===== config.mk =====
export PLATFORM = sky130hd
export DESIGN_NAME = cla_8bit
export DESIGN_NICKNAME = d
export VERILOG_FILES = /design/src/rtl/alu_pkg.sv /design/src/rtl/cla_4bit.sv /design/src/rtl/cla_8bit.sv
export SDC_FILE = /design/constraint.sdc
export NUM_CORES = 1
export LEC_CHECK = 0
export ABC_AREA = 1
export BUFFER_PORTS_ARGS = -buffer_cell sky130_fd_sc_hd__clkbuf_2
export CAP_MARGIN = 20
export CORE_MARGIN = 10
export CORE_UTILIZATION = 42
export DETAILED_ROUTE_END_ITERATION = 8
export PLACE_DENSITY = 0.72
export SLEW_MARGIN = 20
export SYNTH_ARGS = -nofsm -noshare
export SYNTH_HDL_FRONTEND = slang
export SYNTH_SLANG_ARGS = --single-unit

===== constraint.sdc =====
create_clock -name clk -period 0.8 [get_ports clk]
set_clock_uncertainty 0.2 [all_clocks]
set_input_delay 0.04 -clock clk [delete_from_list [all_inputs] [get_ports clk]]
set_output_delay 0.04 -clock clk [all_outputs]
set_load 0.01 [all_outputs]

===== src/rtl/alu_pkg.sv =====
// alu_pkg: shared widths, word type and mode encoding for the ALU arithmetic slice
package alu_pkg;
    localparam int CLA_W = 8;
    localparam int CLA_GRP = 4;
    typedef logic signed [CLA_W-1:0] alu_word_t;
    typedef enum logic {ALU_ADD = 1'b0, ALU_SUB = 1'b1} alu_mode_e;
endpackage


===== src/rtl/cla_4bit.sv =====
// cla_4bit: 4-bit lookahead group producing internal carries, group generate/propagate and sum bits
module cla_4bit
    import alu_pkg::*;
(
    input  logic [CLA_GRP-1:0] p,
    input  logic [CLA_GRP-1:0] g,
    input  logic               cin,
    output logic [3:1]         c,
    output logic               gg,
    output logic               gp,
    output logic [CLA_GRP-1:0] s
);
    // every carry is a flat sum of products; no ripple between bits
    assign c[1] = g[0] | (p[0] & cin);
    assign c[2] = g[1] | (p[1] & g[0]) | (p[1] & p[0] & cin);
    assign c[3] = g[2] | (p[2] & g[1]) | (p[2] & p[1] & g[0]) | (p[2] & p[1] & p[0] & cin);
    assign gg = g[3] | (p[3] & g[2]) | (p[3] & p[2] & g[1]) | (p[3] & p[2] & p[1] & g[0]);
    assign gp = &p;
    assign s = p ^ {c, cin};
endmodule


===== src/rtl/cla_8bit.sv =====
// cla_8bit: registered 8-bit signed add/subtract on two 4-bit lookahead groups with carry and overflow flags
module cla_8bit
    import alu_pkg::*;
(
    input  logic             clk,
    input  logic             rst_n,
    input  logic [CLA_W-1:0] a,
    input  logic [CLA_W-1:0] b,
    input  logic             mode,
    output logic [CLA_W-1:0] sum,
    output logic             cout,
    output logic             ovfl
);
    alu_word_t        bx;
    logic [CLA_W-1:0] p, g, s;
    logic [3:1]       c_lo, c_hi;
    logic             c0, c4, c8, gg0, gp0, gg1, gp1;
    logic             unused_c;

    assign c0 = alu_mode_e'(mode) == ALU_SUB;
    assign bx = b ^ {CLA_W{c0}};
    assign p = a ^ bx;
    assign g = a & bx;

    cla_4bit u_lo (.p(p[3:0]), .g(g[3:0]), .cin(c0), .c(c_lo), .gg(gg0), .gp(gp0), .s(s[3:0]));
    cla_4bit u_hi (.p(p[7:4]), .g(g[7:4]), .cin(c4), .c(c_hi), .gg(gg1), .gp(gp1), .s(s[7:4]));

    assign c4 = gg0 | (gp0 & c0);
    assign c8 = gg1 | (gp1 & gg0) | (gp1 & gp0 & c0);
    // only the carry into bit 7 is needed beyond the group carries
    assign unused_c = ^{c_lo, c_hi[2:1]};

    always_ff @(posedge clk or negedge rst_n) begin
        if (!rst_n) begin
            sum  <= '0;
            cout <= 1'b0;
            ovfl <= 1'b0;
        end else begin
            sum  <= s;
            cout <= c8;
            ovfl <= c8 ^ c_hi[3];
        end
    end
endmodule


==> results of run 1 <==
-- power by group --
part,total [mW],switching (mW),internal [mW]
Sequential,0.667,0.0294,0.637
Clock,0.428,0.153,0.275
Combinational,1.08,0.553,0.531
-- kinds of logic after synthesis --
family                   Yosys count  share of synthesized area, %
AND/OR/NAND/NOR                   30                          19.9
XOR/XNOR                          12                          14.5
buffers and inverters             11                          5.88
flip-flops                        10                          34.6
AO/OA/AOI/OAI                      9                          7.09
adder cells (fa/ha/maj)            9                          16.6
multiplexers                       1                          1.38
-- synthesized netlist by cell type --
cell type / number / area, sq um
inv_1: 10 / 37.5
buf_2: 1 / 5.00
nor2_1: 6 / 22.5
nand3_1: 2 / 10.0
fa_1: 1 / 20.0
o21bai_1: 1 / 7.51
o21ai_0: 1 / 5.00
nand2_1: 14 / 52.6
xnor2_1: 1 / 8.76
a21oi_1: 6 / 30.0
nor2_2: 1 / 6.26
mux2i_1: 1 / 10.0
dfrtp_1: 10 / 250
nand2_2: 5 / 31.3
nand2_4: 1 / 11.3
xor2_1: 11 / 96.3
a21oi_2: 1 / 8.76
nand3_2: 1 / 10.0
ha_1: 8 / 100
-- final timing paths --
path	end	slack [ps]	depth (start not counted)
max in group asynchronous	sum[0]	240	2
hold / removal	sum[1]	-40	3
min in group asynchronous	sum[3]	-30	2
setup / recovery	sum[5]	-620	9
-- registers in the layout (all words and copies together) (netlist names) --
name / cells
cout: 1
ovfl: 1
sum: 8
-- cell usage in the layout, fill, tap and decap left out --
master / count
mux2i_1: 1
a21oi_2: 4
xor2_2: 2
a21oi_1: 3
o21ai_0: 1
clkbuf_2: 27
nand2_1: 12
dfrtp_1: 10
clkbuf_16: 1
nand2_2: 6
ha_1: 7
fa_2: 1
nor2_2: 4
buf_6: 3
xnor2_1: 1
clkbuf_8: 1
nand3_2: 3
buf_4: 18
dlygate4sd3_1: 1
nor2_4: 1
inv_1: 7
nor2_1: 2
nand2_4: 2
ha_4: 1
clkbuf_4: 3
inv_2: 3
o21bai_2: 1
xor2_1: 9
-- metrics by stage --
| stage | setup slack [ps] | instance area, sq um | cells | TNS, ps | hold slack [ps] |
|---|---|---|---|---|---|
| floorplan | -937 | 743 | 82 | -5820 | -456 |
| global placement | -969 | 1010 | 142 | -7790 | -298 |
| detailed placement | -1030 | 1010 | 142 | -8290 | -295 |
| CTS | -596 | 1180 | 151 | -6640 | -51.3 |
| global route | -671 | 1190 | 151 | -7570 | -44.8 |
| finish | -620 | 1190 | 151 | -6710 | -44.0 |
-- worst max-delay path, stage by stage --
cell and delay (ps):
clkbuf_16 140, xor2_1 140, ha_1 290, nand2_1 90, nand2_2 70, nand3_2 80
nand2_4 60, fa_2 330, xor2_1 140
-- layout make-up --
class / count / area [sq um]
Sequential cell: 10 / 250
Multi-Input combinational cell: 61 / 510
Tap cell: 16 / 20.0
Inverter: 10 / 37.5
Fill cell: 115 / 365
Timing Repair Buffer: 50 / 339
Clock buffer: 4 / 36.3
-- routing by layer --
metal	up-vias	routed length, um	global-route usage (%)
li1	363	-	-
met2	25	964	19.5
met3	4	117	2.06
met4	0	52	8.92
met1	305	731	11.0
met5	-	0	0
-- timing repair --
action,in CTS,in global routing
endpoints found under the hold margin,13,12
pin swaps,11,9
cloned,0,0
setup endpoints to repair,20,20
setup buffers,5,3
resized for setup,18,8
==> reports/metrics.csv, run 1 <==
stage;metric;value;unit
sta;final cycle utilization of the critical path;177;%
clocking;clk root buf;clkbuf_4;
sta;setup violators final;20;
yosys;synth warn;0;
global_route;GRT Util Overall;11.0;%
route;drt wl/cell;12.4;um
clocking;Worst-path clk slew;60;ps
power_and_ir_drop;P per Cell Area;1830;nW/um^2
status;status;finished, violations left;
critical_path;Critical Path AT;1370;ps
global_route;GR Overflow Total;0;
power_and_ir_drop;leakage power;0.654;nW
clocking;maximum clock path buffer count;2;
floorplan;die width;61.5;um
layout;layout cells sized above 1;60.0;%
route;DRC Markers;0;
clocking;Num CTS Buffers;3;
status;failing checks;negative hold slack, negative setup slack;
yosys;register area share after synthesis;34.6;%
critical_path;Setup crit start;mode;
yosys;Cell Area, Synth;723;sq um
sta;FMAX;704;MHz
route;vias post-DR;697;
route;final WL;1.87;mm
route;Via density;4.62;
floorplan;core area;1560;sq um
hold_path;Hold Crit Class;in2reg;
global_route;largest net degree at the start of global routing;11;
yosys;Syn Nets;110;
floorplan;initial core utilization;46.4;%
placed_design;GPL Wtd Cong;0.725;
sta;Tmin final;1420;ps
layout;Synth-to-Final Area Change;65.1;%
flow_run;Max Cap Viol;0;
layout;fin nets;164;
hold_path;Hold Startpoint;a[0];
route;drt first pass iters;2;
placed_design;dpl hpwl;1.44;mm
yosys;Yosys cell types;19;
clocking;H-tree depth;1;
power_and_ir_drop;Tot Pwr;2.18;mW
critical_path;critical path required time;750;ps
critical_path;critical path class;in2reg;
clocking;CTS sink count;10;
global_route;first-pass GRT wire length;3.04;mm
sta;Slew headroom;84.9;%
sta;final worst setup slack;-620;ps
layout;diode count;0;
floorplan;io pins;29;
layout;utilization after layout;76.6;%
floorplan;die area;3780;sq um
placed_design;Buffers on Ports;28;
critical_path;crit start category;primary input;
sta;Hold Vio Cnt, Final;12;
global_route;initial antenna violation count;0;
route;Antenna Nets Post-Route;0;
floorplan;Die Y;61.5;um
route;1st-iter DRT viols;2;
critical_path;crit path capture type;flop;
sta;max-slew violations;0;
clocking;CTS Hold Bufs;1;
clocking;CTS tree;built;
sta;RSZ-0062 raised after global routing;true;
yosys;Gate Count Post-Synth;82;
floorplan;FP Rows;14;
yosys;Yosys reg bits;10;
global_route;number of global-route vias before repair;723;
sta;worst-margin pin slew;226;ps
critical_path;Crit Path Max Fanout;6;
power_and_ir_drop;Max IR drop VDD;0.000902;V
sta;hold slack;-44.0;ps
yosys;syn avg cell area;8.82;sq um
Note: power is estimated with default switching activity, not from simulation.
==> run 2: changes to the inputs <==
--- a/config.mk
+++ b/config.mk
@@ -12,6 +12,7 @@
 export CORE_UTILIZATION = 42
 export DETAILED_ROUTE_END_ITERATION = 8
 export PLACE_DENSITY = 0.72
+export SKIP_LAST_GASP = 1
 export SLEW_MARGIN = 20
 export SYNTH_ARGS = -nofsm -noshare
 export SYNTH_HDL_FRONTEND = slang
==> reports/metrics.csv, run 2 (same netlist as run 1, synthesis figures left out) <==
stage;metric;value;unit;change
clocking;Num CTS Buffers;3;;unchanged
sta;FMAX;703;MHz;-0.14%
route;Antenna Nets Post-Route;0;;unchanged
layout;most common cell after layout, fill and taps aside;clkbuf_2;;
power_and_ir_drop;combinational power share;50.0;%;+0.3 points
layout;multi-input logic area;522;sq um;+2.2%
status;status;finished, violations left;;
floorplan;die area;3780;sq um;unchanged
critical_path;crit path capture type;flop;;
critical_path;worst-path cell chain;clkbuf_16 > xor2_1 > ha_1 > nand2_1 > nand2_2 > nand3_2 > nand2_4 > fa_2 > xor2_1;;
global_route;GRT Util Overall;10.7;%;-0.33 points
critical_path;delay-heaviest family, CP;adder cells;;
layout;utilization after layout;77.5;%;+0.96 points
power_and_ir_drop;sequential share of power;30.3;%;-0.3 points
sta;final worst setup slack;-622;ps;-1.96 ps
global_route;initial antenna violation count;0;;unchanged
hold_path;Hold Crit Class;in2reg;;
critical_path;CP dominant cell by count;xor2_1;;
layout;Layout fillers;113;;-1.7%
global_route;GR Overflow Total;0;;unchanged
power_and_ir_drop;Clk pwr share;19.7;%;about the same
floorplan;core area;1560;sq um;unchanged
layout;diode count;0;;unchanged
sta;Slew headroom;84.8;%;-0.14 points
power_and_ir_drop;NetSw;752;uW;+2.3%
power_and_ir_drop;Sw Share;34.1;%;+0.40 points
critical_path;WP buf/inv;1;;unchanged
sta;hold slack;-49.9;ps;-5.86 ps
status;failing checks;negative hold slack, negative setup slack;;
power_and_ir_drop;leakage power;0.657;nW;+0.44%
placed_design;GPL Wtd Cong;0.725;;unchanged
critical_path;critical path required time;750;ps;about the same
floorplan;initial core utilization;46.4;%;unchanged
power_and_ir_drop;Internal;1.45;mW;+0.45%
route;Via density;4.58;;-0.86%
clocking;CTS sink count;10;;unchanged
layout;fin nets;164;;unchanged
critical_path;Critical Path AT;1370;ps;about the same
route;final WL;1.88;mm;+0.64%
critical_path;cell at the slowest stage of the critical path;fa_2;;
clocking;CTS Hold Bufs;1;;unchanged
clocking;Worst-path clk slew;60;ps;about the same
sta;Final TNS setup;-6620;ps;+89.7 ps
power_and_ir_drop;Max IR drop VDD;0.000921;V;+2.1%
route;1st-iter DRT viols;6;;+4
floorplan;FP Rows;14;;unchanged
layout;top flop regs;sum x8, cout x1, ovfl x1;;
route;DRC Markers;0;;unchanged
global_route;largest net degree at the start of global routing;11;;unchanged
power_and_ir_drop;Tot Pwr;2.20;mW;+1.1%
power_and_ir_drop;P per Cell Area;1820;nW/um^2;-0.19%
floorplan;Die Y;61.5;um;unchanged
layout;max reg flops;8;;unchanged
placed_design;Post-Place Cells;142;;unchanged
clocking;H-tree depth;1;;unchanged
sta;Hold Vio Cnt, Final;13;;+1
layout;layout cells sized above 1;63.0;%;+3.0 points
critical_path;Crit Path Max Fanout;6;;unchanged
global_route;number of global-route vias before repair;702;;-2.9%
sta;setup violators final;20;;unchanged
floorplan;die width;61.5;um;unchanged
critical_path;Setup crit start;mode;;
critical_path;Critical Path Sink;sum[5];;
flow_run;Max Cap Viol;0;;unchanged
route;vias post-DR;691;;-0.86%
layout;Sequential Area;250;sq um;unchanged
placed_design;Buffers on Ports;28;;unchanged
sta;RSZ-0062 raised after global routing;true;;
layout;Synth-to-Final Area Change;67.1;%;
layout;most frequent cells in the layout;clkbuf_2 (27), buf_4 (18), dfrtp_1 (10);;
sta;worst-margin pin slew;228;ps;+2.05 ps
sta;Tmin final;1420;ps;+1.96 ps
clocking;maximum clock path buffer count;2;;unchanged
layout;final cell count without fillers;151;;unchanged
route;drt first pass iters;3;;+1
clocking;CTS tree;built;;
sta;max-slew violations;0;;unchanged
sta;final cycle utilization of the critical path;178;%;+0.25 points
placed_design;dpl hpwl;1.44;mm;unchanged
critical_path;crit start category;primary input;;
clocking;clk root buf;clkbuf_4;;
route;drt wl/cell;12.4;um;+0.64%
critical_path;critical path class;in2reg;;
floorplan;io pins;29;;unchanged
global_route;first-pass GRT wire length;2.95;mm;-2.7%
layout;Biggest register;sum;;
critical_path;WP depth;9;;unchanged
critical_path;CP peak stage delay;330;ps;about the same
==> run 2: repair_timing <==
action,in CTS,in global routing
cloned,0,0
pin swaps,11,16
setup endpoints to repair,20,20
hold endpoints to repair,13,12
gates resized for setup,16,15
buffers inserted,5,3
==> run 2: layer usage <==
metal / vias up / routed length, um / global-route usage, %
met5: - / 0 / 0
li1: 361 / - / -
met2: 26 / 964 / 18.9
met4: 0 / 38 / 7.64
met3: 4 / 122 / 2.06
met1: 300 / 751 / 11.0
==> run 2: layout make-up <==
class | instances | area share [%]
flip-flops and latches | 10 | 20.7
inverters | 10 | 3.11
well taps | 16 | 1.66
multi-input cells | 61 | 43.2
clock buffers | 4 | 3.00
repair buffers | 50 | 28.4
==> run 2: tightest hold or removal path, stage by stage <==
cell      delay (ps)
clkbuf_2          90
mux2i_1           70
xor2_1           160
==> run 2: worst min path at each step <==
| stage | end | startpoint | slack (ps) | cells past startpoint |
|---|---|---|---|---|
| after global placement | sum[2] | rst_n | -300 | 1 |
| after global routing | sum[1] | a[0] | -40 | 3 |
| final | sum[1] | a[0] | -50 | 3 |
| after floorplan | cout | rst_n | -460 | 0 |
| after detailed placement | sum[3] | rst_n | -300 | 1 |
| after CTS | sum[1] | a[0] | -50 | 3 |
==> run 2: power by group through the flow <==
stage	combinational (mW)	clock (mW)	sequential (mW)
floorplan	0.421	0	0.757
global placement	0.891	0	0.676
detailed placement	0.912	0	0.677
CTS	1.05	0.446	0.667
global route	1.21	0.469	0.687
finish	1.10	0.435	0.667
==> run 2: through the flow <==
stage / setup WS [ps] / cell area, sq um
floorplan: -937 / 743
global placement: -969 / 1010
detailed placement: -1030 / 1010
CTS: -596 / 1170
global route: -681 / 1210
finish: -622 / 1210
